[src/rtl/bnn_pkg.sv]
// Shared constants and state types for the BNN byte-to-bit transmitter and its loader.
// Bit totals here define the loader's image and weight array sizes.
package bnn_pkg;

  localparam int PIX_BITS  = 784;
  localparam int W1_BITS   = 72;
  localparam int W2_BITS   = 288;
  localparam int W3_BITS   = 1960;
  localparam int W_BITS    = W1_BITS + W2_BITS + W3_BITS;
  localparam int PIX_BYTES = PIX_BITS / 8;
  localparam int W_BYTES   = W_BITS / 8;

  localparam int PIX_CNT_W = $clog2(PIX_BITS + 1);
  localparam int W_CNT_W   = $clog2(W_BITS + 1);

  // Loader state code that the system top selects whenever load_en is high.
  localparam logic [2:0] s_LOAD = 3'b001;

  typedef enum logic [1:0] {
    TX_IDLE,
    TX_SEND,
    TX_DONE
  } tx_state_e;

endpackage

[src/rtl/bnn_stream_tx_if.sv]
// Pixel and weight byte channels between the host and the transmitter.
interface bnn_stream_tx_if;

  logic [7:0] pix_data;
  logic       pix_valid;
  logic       pix_ready;
  logic [7:0] wgt_data;
  logic       wgt_valid;
  logic       wgt_ready;

  modport master (
    output pix_data, pix_valid, wgt_data, wgt_valid,
    input  pix_ready, wgt_ready
  );

  modport slave (
    input  pix_data, pix_valid, wgt_data, wgt_valid,
    output pix_ready, wgt_ready
  );

endinterface

[src/rtl/bnn_tx_lane.sv]
// One serializer lane: single-byte buffer shifted out LSB first, with byte-count limit
// and a ready that only depends on registered state plus the (registered) consume flag.
module bnn_tx_lane #(
  parameter int BYTE_LIMIT = 98
) (
  input  logic       clk,
  input  logic       reset_n,
  input  logic       clear,
  input  logic       active,
  input  logic       consume,
  input  logic [7:0] data,
  input  logic       valid,
  output logic       ready,
  output logic       bit0,
  output logic       nonempty
);

  localparam int CW = $clog2(BYTE_LIMIT + 1);

  logic [7:0]    r_sr;
  logic [3:0]    r_fill;
  logic [CW-1:0] r_bytes;
  logic          w_accept;

  // A new byte may land in the same cycle the last buffered bit leaves, so the
  // stream never bubbles while valid is held.
  assign ready    = active && (r_bytes < CW'(BYTE_LIMIT)) &&
                    ((r_fill == 4'd0) || ((r_fill == 4'd1) && consume));
  assign w_accept = ready && valid;
  assign bit0     = r_sr[0];
  assign nonempty = (r_fill != 4'd0);

  // NOTE: state uses non-blocking assignments so every register samples pre-edge values.
  always_ff @(posedge clk or negedge reset_n) begin
    if (!reset_n) begin
      r_sr    <= '0;
      r_fill  <= '0;
      r_bytes <= '0;
    end else if (clear) begin
      r_sr    <= '0;
      r_fill  <= '0;
      r_bytes <= '0;
    end else if (w_accept) begin
      r_sr    <= data;
      r_fill  <= 4'd8;
      r_bytes <= r_bytes + CW'(1);
    end else if (consume) begin
      r_sr    <= {1'b0, r_sr[7:1]};
      r_fill  <= r_fill - 4'd1;
    end
  end

endmodule

[src/rtl/bnn_stream_tx.sv]
// Streams host pixel/weight bytes into the BNN loader as two serial bit lanes,
// one bit per lane per load_en cycle, in the loader's own index order.
module bnn_stream_tx
  import bnn_pkg::*;
(
  input  logic             clk,
  input  logic             reset_n,
  input  logic             start,
  bnn_stream_tx_if.slave   bus,
  output logic             d_out_p,
  output logic             d_out_w,
  output logic             load_en,
  output logic             busy,
  output logic             done
);

  tx_state_e              r_state;
  logic                   r_busy;
  logic                   r_done;
  logic [PIX_CNT_W-1:0]   r_pix_bits;
  logic [W_CNT_W-1:0]     r_w_bits;

  logic w_send;
  logic w_clear;
  logic w_pix_live;
  logic w_load;
  logic w_p_consume;
  logic w_p_bit;
  logic w_p_nonempty;
  logic w_w_bit;
  logic w_w_nonempty;

  assign w_send      = (r_state == TX_SEND);
  assign w_clear     = (r_state == TX_IDLE) && start;
  assign w_pix_live  = (r_pix_bits < PIX_CNT_W'(PIX_BITS));
  // Pixels run out at 784 bits; after that only the weight lane gates the loader.
  assign w_load      = w_send && w_w_nonempty && (w_p_nonempty || !w_pix_live);
  assign w_p_consume = w_load && w_pix_live;

  bnn_tx_lane #(.BYTE_LIMIT(PIX_BYTES)) u_pix_lane (
    .clk      (clk),
    .reset_n  (reset_n),
    .clear    (w_clear),
    .active   (w_send),
    .consume  (w_p_consume),
    .data     (bus.pix_data),
    .valid    (bus.pix_valid),
    .ready    (bus.pix_ready),
    .bit0     (w_p_bit),
    .nonempty (w_p_nonempty)
  );

  bnn_tx_lane #(.BYTE_LIMIT(W_BYTES)) u_wgt_lane (
    .clk      (clk),
    .reset_n  (reset_n),
    .clear    (w_clear),
    .active   (w_send),
    .consume  (w_load),
    .data     (bus.wgt_data),
    .valid    (bus.wgt_valid),
    .ready    (bus.wgt_ready),
    .bit0     (w_w_bit),
    .nonempty (w_w_nonempty)
  );

  always_ff @(posedge clk or negedge reset_n) begin
    if (!reset_n) begin
      r_state    <= TX_IDLE;
      r_busy     <= 1'b0;
      r_done     <= 1'b0;
      r_pix_bits <= '0;
      r_w_bits   <= '0;
    end else begin
      case (r_state)
        TX_IDLE: begin
          if (start) begin
            r_state    <= TX_SEND;
            r_busy     <= 1'b1;
            r_pix_bits <= '0;
            r_w_bits   <= '0;
          end
        end
        TX_SEND: begin
          if (w_load) begin
            r_w_bits <= r_w_bits + W_CNT_W'(1);
            if (w_pix_live)
              r_pix_bits <= r_pix_bits + PIX_CNT_W'(1);
            if (r_w_bits == W_CNT_W'(W_BITS - 1)) begin
              r_state <= TX_DONE;
              r_busy  <= 1'b0;
              r_done  <= 1'b1;
            end
          end
        end
        TX_DONE: begin
          r_state <= TX_IDLE;
          r_done  <= 1'b0;
        end
        default: begin
          r_state <= TX_IDLE;
          r_busy  <= 1'b0;
          r_done  <= 1'b0;
        end
      endcase
    end
  end

  assign load_en = w_load;
  assign d_out_p = w_p_consume && w_p_bit;
  assign d_out_w = w_load && w_w_bit;
  assign busy    = r_busy;
  assign done    = r_done;

endmodule

[src/flat_wrapper.sv]
// flat-port wrapper written by rule: the top's interface ports become plain ports
module bnn_stream_tx_flat import bnn_pkg::*;
  (clk, reset_n, start, d_out_p, d_out_w, load_en, busy, done, bus_pix_data, bus_pix_valid, bus_wgt_data, bus_wgt_valid, bus_pix_ready, bus_wgt_ready);
  bnn_stream_tx_if bus_i ();
  input  logic clk;
  input  logic reset_n;
  input  logic start;
  output logic d_out_p;
  output logic d_out_w;
  output logic load_en;
  output logic busy;
  output logic done;
  input wire logic [$bits(bus_i.pix_data)-1:0] bus_pix_data;
  input wire logic [$bits(bus_i.pix_valid)-1:0] bus_pix_valid;
  input wire logic [$bits(bus_i.wgt_data)-1:0] bus_wgt_data;
  input wire logic [$bits(bus_i.wgt_valid)-1:0] bus_wgt_valid;
  output wire logic [$bits(bus_i.pix_ready)-1:0] bus_pix_ready;
  output wire logic [$bits(bus_i.wgt_ready)-1:0] bus_wgt_ready;
  assign bus_i.pix_data = bus_pix_data;
  assign bus_i.pix_valid = bus_pix_valid;
  assign bus_i.wgt_data = bus_wgt_data;
  assign bus_i.wgt_valid = bus_wgt_valid;
  assign bus_pix_ready = bus_i.pix_ready;
  assign bus_wgt_ready = bus_i.wgt_ready;
  bnn_stream_tx u_core (.clk(clk), .reset_n(reset_n), .start(start), .bus(bus_i), .d_out_p(d_out_p), .d_out_w(d_out_w), .load_en(load_en), .busy(busy), .done(done));
endmodule
[config.mk]
export PLATFORM = sky130hd
export DESIGN_NAME = bnn_stream_tx_flat
export DESIGN_NICKNAME = d
export VERILOG_FILES = /design/src/rtl/bnn_pkg.sv /design/src/rtl/bnn_stream_tx_if.sv /design/src/rtl/bnn_tx_lane.sv /design/src/rtl/bnn_stream_tx.sv /design/src/flat_wrapper.sv
export SDC_FILE = /design/constraint.sdc
export NUM_CORES = 1
export LEC_CHECK = 0
export CAP_MARGIN = 0
export CORE_MARGIN = 2
export CORE_UTILIZATION = 50
export CTS_CLUSTER_SIZE = 20
export DETAILED_ROUTE_END_ITERATION = 12
export PLACE_DENSITY_LB_ADDON = 0.2
export SLEW_MARGIN = 25
export SYNTH_ARGS = -nofsm -noshare
export SYNTH_HDL_FRONTEND = slang
export SYNTH_SLANG_ARGS = --single-unit
[constraint.sdc]
create_clock -name clk -period 5 [get_ports clk]
set_input_delay 1 -clock clk [delete_from_list [all_inputs] [get_ports clk]]
set_output_delay 1 -clock clk [all_outputs]
set_load 0.03 [all_outputs]
* Word-level counts from Yosys, hierarchy flattened
Index checks and enable logic that the tools add are counted.
** Storage, ports and cells
- Word-level logic and storage cells :: 98
- Input port bits :: 21
- Bits in registers :: 66
- Output and inout bits :: 7
** Operators by class
- Order comparisons :: 3
- Equal/unequal tests :: 9
- Muxes and demuxes :: 34
- Bitwise operators :: 2
- Add/subtract/negate cells :: 6
- Reduce and logical (&&, ||, !) cells :: 33
** Operator list (count)
- $mux W8 :: 6
- $mux W10 :: 3
- $mux W12 :: 2
- $mux W4 :: 6
- $pmux W12 S2 :: 1
- $pmux W10 S2 :: 1
- $mux W9 :: 2
- $logic_and A1 B1 Y1 :: 14
- $mux W7 :: 2
- $add A12 B1 Y12 const B :: 1
- $eq A12 B12 Y1 const B :: 1
- $add A10 B1 Y10 const B :: 1
- $lt A10 B10 Y1 const B :: 1
- $add A9 B1 Y9 const B :: 1
- $lt A9 B9 Y1 const B :: 1
- $reduce_and A3 Y1 :: 3
- $eq A4 B1 Y1 const B :: 2
- $logic_not A4 Y1 :: 2
- $reduce_and A4 Y1 :: 2
- $reduce_bool A4 Y1 :: 2
- $sub A4 B1 Y4 const B :: 2
- $add A7 B1 Y7 const B :: 1
- $lt A7 B7 Y1 const B :: 1
- $mux W2 :: 3
- other kinds (14) :: 26

* Longest topological paths before layout
Gate-level depths: netlist (run 1).
- Word-level depth :: 11
- Mapped depth :: 10
- Depth with buffers taken out :: 8

* By module
A second synthesis (run 1) with hierarchy kept.
** Second synthesis, totals
- Cells, all modules :: 389
- Area total of the unflattened synthesis :: 3663.5 µm²
** By module, submodules not included
- bnn_stream_tx :: seq. area each 650.6 µm², area each 1516.5 µm², instances 1, cells each 173
- bnn_tx_lane (u_core.u_wgt_lane) :: seq. area each 525.5 µm², area each 1153.6 µm², instances 1, cells each 118
- bnn_tx_lane (u_core.u_pix_lane) :: seq. area each 475.5 µm², area each 993.5 µm², instances 1, cells each 98

* Worst setup path after synthesis (run 1)
Ideal clock, no wire load.
- Kind :: register to output
- Start :: register u_core.u_pix_lane.r_fill[0]
- End :: output port bus_pix_ready
- Path slack :: 2.040 ns
- Arrival :: 1.960 ns
- Stages on the path, launching flop included :: 6
- Cells stage by stage :: dfrtp_1 inv_1 ha_1 or3b_2 buf_2 a211oi_1
** On the way
- Cells in the longest elaborated chain, start to end :: 7
- Elaborated cells on any way between the ends :: 9
- Those cells by class :: eq/ne: 1; reduce/logical: 8
** Ends and longest elaborated chain
- start: declaration :: RTL line bnn_tx_lane.sv:21 : logic [3:0] r_fill;
- start signal: assignment :: RTL line bnn_tx_lane.sv:49 : r_fill <= r_fill - 4'd1;
- $reduce_bool A4 Y1 :: RTL line bnn_tx_lane.sv:31 : assign nonempty = (r_fill != 4'd0);
- $logic_or A1 B1 Y1 :: RTL line bnn_stream_tx.sv:37 : assign w_load = w_send && w_w_nonempty && (w_p_nonempty || !w_pix_live);
- $logic_and A1 B1 Y1 :: RTL line bnn_stream_tx.sv:37
- $logic_and A1 B1 Y1 :: RTL line bnn_stream_tx.sv:38 : assign w_p_consume = w_load && w_pix_live;
- $logic_and A1 B1 Y1 :: RTL line bnn_tx_lane.sv:28 : ((r_fill == 4'd0) || ((r_fill == 4'd1) && consume));
- $logic_or A1 B1 Y1 * :: RTL line bnn_tx_lane.sv:28
- $logic_and A1 B1 Y1 * :: RTL line bnn_tx_lane.sv:27 : assign ready = active && (r_bytes < CW'(BYTE_LIMIT)) &&
- end: declaration :: RTL line flat_wrapper.sv:17 : output wire logic [$bits(bus_i.pix_ready)-1:0] bus_pix_ready;
Every way passes the cells marked *; elsewhere a longest branch is shown, timed or not.

* Worst setup path after layout (run 1)
- Start :: register u_core.u_pix_lane.r_fill[0]
- End :: output port load_en
** On the way
- Cells in the longest elaborated chain, start to end :: 3
** Ends and longest elaborated chain
- $reduce_bool A4 Y1 :: RTL line bnn_tx_lane.sv:31
- $logic_or A1 B1 Y1 :: RTL line bnn_stream_tx.sv:37
- $logic_and A1 B1 Y1 :: RTL line bnn_stream_tx.sv:37
- end: declaration :: RTL line flat_wrapper.sv:10 : output logic load_en;
Every way passes these cells.

==> run_results.csv, run 1 <==
group,metric,value,unit
pwr,power.leakage,1.68,nW
place,post-dp-hpwl,4550,um
synthesis,synth_edf_count,0,
synthesis,synth.largest_area_cell,"dfrtp_1",
place,numPortBuffers,27,
global_routing,antenna_found_initial,0,
sta,post-route-period-util,0.853,
route,vias_per_cell,5.72,
place,dpl_worst_slack,1.13,ns
route,drc,0,
place,globalplace.congestion,0.861,
setup_path,cp.required,4.00,ns
pwr,finalPower,2.36,mW
synthesis,synthAdderAreaFrac,0.0368,
sta,maxSlewViolCount,0,
clock_tree,clock_latency,0.36,ns
setup_path,critPathKind,"reg -> out",
clock_tree,cts_buffers,9,
die,io_pins,28,
cells_and_area,design_area,3930,um^2
clock_tree,htree_levels,3,
setup_path,start_kind,"flop",
setup_path,crit_arrival,3.27,ns
synthesis,synth_compound_area_frac,0.144,
place,place_inst,460,
cells_and_area,n_fill_cell,589,
global_routing,grt_pass1_vias,2536,
cells_and_area,areaGrowthSynthToFinish,15.8,%
die,rows,30,
die,initial_core_util,0.508,
synthesis,synth_area_leaders,"dfrtp_1 49%, nand2_1 5.6%, o21ai_0 4.7%",
synthesis,synth_top_family_by_area,"simple AND/OR/NAND/NOR gates",
pwr,switching_share,0.401,
route,finalWirelength,6880,um
synthesis,synthMuxAreaShare,0.00590,
synthesis,synthSimpleGateAreaFrac,0.230,
route,wl_met3,212,um
clock_tree,post_cts_buffers,0,
route,wl_per_cell,14.4,um
synthesis,syn_avg_cell_area,9.25,um^2
worst_hold_path,hold_path.class,"reg -> reg",
clock_tree,cts_hold_buf,0,
setup_path,cp-end-kind,"output pin",
synthesis,syn_nets,398,
sta,setup_ws,0.733,ns
route,wirelength_met1,3390,um
pwr,seqPwrFrac,0.412,
synthesis,synthXorXnorAreaFrac,0.0567,
sta,slew_headroom,0.491,
route,wl_met2,3180,um
route,vias,2725,
sta,setup_violations,0,
pwr,p_int,1.41,mW
synthesis,yosysMostFrequentCell,"dfrtp_1",
synthesis,yosysSeqAreaShare,0.486,
clock_tree,clk_pin_slew,0.07,ns
pwr,p_per_area,600,nW/um^2
sta,whs,0.479,ns
sta,rsz0062_at_grt,"false",
sta,skew,0.0106,ns
synthesis,synth.top_cell.area_share,0.486,
clock_tree,ctsResizeCount,0,
sta,max_freq,234,MHz
die,die_area,7470,um^2
job,cap_violations,0,
clock_tree,cts_root_buf,"clkbuf_8",
global_routing,grt_usage,0.204,
die,die_x,86.4,um
pwr,p_comb_frac,0.376,
synthesis,netlist_instances,367,
sta,tns,0,ns
sta,worst_pin_slew,0.764,ns
cells_and_area,n_antenna_cell,0,
synthesis,synthArstFlopShare,1.00,
setup_path,cp_max_fo,12,
sta,finalHoldViolCount,0,
global_routing,grt_start_max_net_pins,36,
pwr,vdd_drop_max,317,uV
synthesis,synthesis.area,3400,um^2
global_routing,gr-total-overflow,0,
pwr,clock_power_share,0.212,
sta,period_needed,4.27,ns
route,postRouteAntennaNets,0,
synthesis,synthFlopType,"dfrtp_1",
cells_and_area,finalCoreUtilization,0.589,
synthesis,synth_commonest_cells,"66 x dfrtp_1, 51 x nand2_1, 32 x o21ai_0",
die,die_y,86.4,um
synthesis,ys_warn_count,0,
pwr,switchingPower,0.946,mW
die,core_area,6680,um^2
clock_tree,cts_tree,"yes",
cells_and_area,drive_above_1_share,0.0657,
clock_tree,clockBufferDepth,2,
clock_tree,numClockSinks,66,
place,place_area,3710,um^2
synthesis,synth-seq-cells,66,
route,top_layer_used,"met4",
route,first_pass_iters,4,
status,status,"completed",
route,first_iter_violations,97,
synthesis,ys_types,45,
global_routing,grt_pass1_wl,11900,um
cells_and_area,nets,422,
cells_and_area,final_cells,476,
==> flip-flops by register name (all words and copies together), names as in the netlist <==
name and count:
u_core.u_wgt_lane.r_fill 4, u_core.u_wgt_lane.r_sr 8, u_core.u_pix_lane.r_bytes 7, u_core.u_wgt_lane.r_bytes 9, u_core.r_pix_bits 10, u_core.busy 1, u_core.r_w_bits 12, u_core.r_state 2
u_core.u_pix_lane.r_fill 4, u_core.u_pix_lane.r_sr 8, u_core.done 1
==> worst paths after layout <==
path,start,endpoint,slack (ns),cells past startpoint
setup / recovery,u_core.u_pix_lane.r_fill[0],load_en,0.73,7
hold / removal,u_core.done,u_core.done,0.48,1
setup reg to reg,u_core.u_pix_lane.r_fill[0],u_core.u_wgt_lane.r_sr[6],2.13,7
hold reg to reg,u_core.done,u_core.done,0.48,1
max in group asynchronous,reset_n,u_core.r_pix_bits[8],3.39,2
min in group asynchronous,reset_n,u_core.busy,0.69,1
==> critical path, cell delays in order, from the launching register on <==
cell and delay [ns]:
dfrtp_1 0.41, inv_1 0.11, ha_1 0.15, or3b_2 0.57, o21bai_1 0.33, nand2_1 0.39, inv_1 0.30, clkdlybuf4s50_1 0.67
==> power by group through the flow <==
stage               Combinational, mW  Sequential [mW]  Clock [mW]
floorplan                       0.699            0.928           0
global placement                0.863            0.969           0
finish                          0.887            0.971       0.500
detailed placement              0.889            0.977           0
global route                     1.02             1.01       0.530
CTS                             0.892            0.969       0.515
==> area by class of cell <==
type,count,area [um^2],area share
Clock buffer,11,141,0.0360
Clock inverter,5,77.6,0.0197
Inverter,14,52.6,0.0134
Multi-Input combinational cell,270,1620,0.412
Sequential cell,66,1650,0.420
Tap cell,80,100,0.0255
Timing Repair Buffer,30,288,0.0732
==> logic make-up (layout without fill, tap and decap cells) <==
family	after synthesis	after routing
xor+xnor	22	22
flops	66	66
compound gates	78	78
simple gates	158	158
buf+inv	31	60
mux	2	2
fa+ha+maj	10	10
==> routing by layer <==
| layer | vias to the layer above | GRT usage |
|---|---|---|
| met5 | - | 0 |
| met4 | 0 | 0.0696 |
| met3 | 9 | 0.0600 |
| met2 | 39 | 0.317 |
| met1 | 1314 | 0.273 |
| li1 | 1363 | - |
==> placed cells by master, fill, tap and decap left out, types with 3 or more instances in the layout <==
cell type / synthesis / final
clkbuf_8: 0 / 10
nor2_1: 28 / 28
dfrtp_1: 66 / 66
nand4_1: 12 / 12
a21oi_1: 11 / 11
or3_1: 5 / 5
nor4_1: 10 / 10
a31oi_1: 14 / 14
xor2_1: 11 / 11
o21ai_0: 32 / 32
inv_1: 14 / 14
nand3_1: 23 / 23
ha_1: 10 / 10
a2111oi_0: 3 / 3
nor3_1: 5 / 5
clkdlybuf4s50_1: 0 / 26
nand2_1: 51 / 51
buf_4: 1 / 3
xnor2_1: 11 / 11
and3_1: 9 / 9
Note: power is estimated with default switching activity, not from simulation.
==> run 2: changes to the inputs <==
Settings changed: CORE_UTILIZATION 50 to 25.
==> run_results.csv, run 2 (synthesis results as in run 1) <==
group,metric,value,unit
status,status,"completed",
setup_path,cp_top_family,"buffers and inverters",
setup_path,cp-end-kind,"output pin",
clock_tree,clock_latency,0.33,ns
die,die_x,121,um
cells_and_area,final_common_cell,"dfrtp_1",
setup_path,crit_top_cell,"inv_1",
die,initial_core_util,0.256,
setup_path,crit_arrival,3.22,ns
clock_tree,clk_pin_slew,0.05,ns
clock_tree,ctsResizeCount,0,
worst_hold_path,hold_path.class,"reg -> reg",
setup_path,start_kind,"flop",
route,first_pass_iters,4,
pwr,switchingPower,0.971,mW
cells_and_area,top_register,"u_core.r_w_bits",
cells_and_area,reg.largest.list,"u_core.r_w_bits (12), u_core.r_pix_bits (10), u_core.u_wgt_lane.r_bytes (9)",
sta,skew,0.00577,ns
sta,period_needed,4.22,ns
route,vias,2721,
sta,post-route-period-util,0.844,
global_routing,grt_pass1_vias,2579,
pwr,p_comb_frac,0.369,
sta,whs,0.480,ns
pwr,p_int,1.46,mW
clock_tree,cts_root_buf,"clkbuf_16",
sta,setup_violations,0,
setup_path,cp_max_fo,12,
route,wl_per_cell,13.2,um
sta,worst_pin_slew,0.799,ns
clock_tree,htree_levels,3,
setup_path,critPathKind,"reg -> out",
clock_tree,numClockSinks,66,
route,finalWirelength,7520,um
sta,slew_headroom,0.467,
pwr,seqPwrFrac,0.399,
place,numPortBuffers,27,
clock_tree,clockBufferDepth,2,
cells_and_area,final_cell_mix,"66 x dfrtp_1, 51 x nand2_1, 32 x o21ai_0",
sta,tns,0,ns
setup_path,startpoint,"u_core.u_pix_lane.r_fill[0]",
global_routing,gr-total-overflow,0,
setup_path,crit_chain,"inv_1, ha_1, or3b_2, o21bai_1, nand2_1, inv_1, clkdlybuf4s50_1",
die,rows,42,
place,globalplace.congestion,0.762,
cells_and_area,nets,422,
worst_hold_path,hp-start,"u_core.done",
route,postRouteAntennaNets,0,
setup_path,slowest_stage,"clkdlybuf4s50_1",
setup_path,cp_slowest_stage_delay,0.67,ns
clock_tree,cts_hold_buf,0,
place,place_inst,556,
global_routing,grt_start_max_net_pins,35,
die,core_area,13200,um^2
pwr,power.leakage,1.70,nW
global_routing,antenna_found_initial,0,
sta,maxSlewViolCount,0,
sta,rsz0062_at_grt,"false",
clock_tree,cts_buffers,9,
pwr,p_per_area,593,nW/um^2
setup_path,worstReg2RegStart,"u_core.u_pix_lane.r_fill[0]",
global_routing,grt_usage,0.112,
cells_and_area,drive_above_1_share,0.0635,
pwr,clock_power_share,0.232,
global_routing,grt_pass1_wl,13100,um
job,cap_violations,0,
die,io_pins,28,
route,drc,0,
pwr,vdd_drop_max,146,uV
sta,finalHoldViolCount,0,
pwr,finalPower,2.43,mW
sta,max_freq,237,MHz
die,die_area,14500,um^2
cells_and_area,n_antenna_cell,0,
place,post-dp-hpwl,5110,um
setup_path,cp.required,4.00,ns
setup_path,crit_buf_inv,3,
cells_and_area,largest_reg_flops,12,
cells_and_area,areaGrowthSynthToFinish,20.7,%
die,die_y,121,um
route,vias_per_cell,4.77,
clock_tree,post_cts_buffers,0,
route,first_iter_violations,90,
clock_tree,cts_tree,"yes",
cells_and_area,final_cells,570,
pwr,switching_share,0.399,
## run 2: final timing paths
path / to / slack [ns] / cells past startpoint
max: load_en / 0.78 / 7
min: u_core.done / 0.48 / 1
max reg2reg: u_core.u_wgt_lane.r_sr[5] / 2.15 / 7
min reg2reg: u_core.done / 0.48 / 1
max in group asynchronous: u_core.u_wgt_lane.r_sr[0] / 3.31 / 2
min in group asynchronous: u_core.u_pix_lane.r_bytes[1] / 0.77 / 1
## run 2: area by class of cell
type,instances,area [um^2]
Fill cell,1429,9140
Timing Repair Buffer,30,288
Clock buffer,10,239
Multi-Input combinational cell,270,1630
Sequential cell,66,1650
Inverter,14,52.6
Tap cell,176,220
Clock inverter,4,20.0
## run 2: power groups by stage
stage	Clock, mW	Sequential (mW)	Combinational (mW)
final	0.564	0.971	0.898
after global placement	0	0.974	0.891
after CTS	0.577	0.970	0.908
after floorplan	0	0.928	0.699
after detailed placement	0	0.976	0.904
after global routing	0.595	1.01	1.04
## run 2: routing by layer
metal	part of all wire	wire [um]	global-route usage	up-vias
met5	0	0	0	-
met4	0.018	136	0.0436	0
met3	0.024	181	0.0250	13
met2	0.44	3330	0.164	34
met1	0.51	3870	0.161	1311
li1	-	-	-	1363
## run 2: per-stage QoR
stage | area (um^2) | setup WS (ns) | utilization
final | 4100 | 0.780 | 0.310
after global placement | 3830 | 1.16 | 0.289
after floorplan | 3400 | 2.04 | -
after global routing | 4100 | 0.561 | 0.310
after detailed placement | 3830 | 1.12 | 0.289
after CTS | 4090 | 0.743 | 0.309
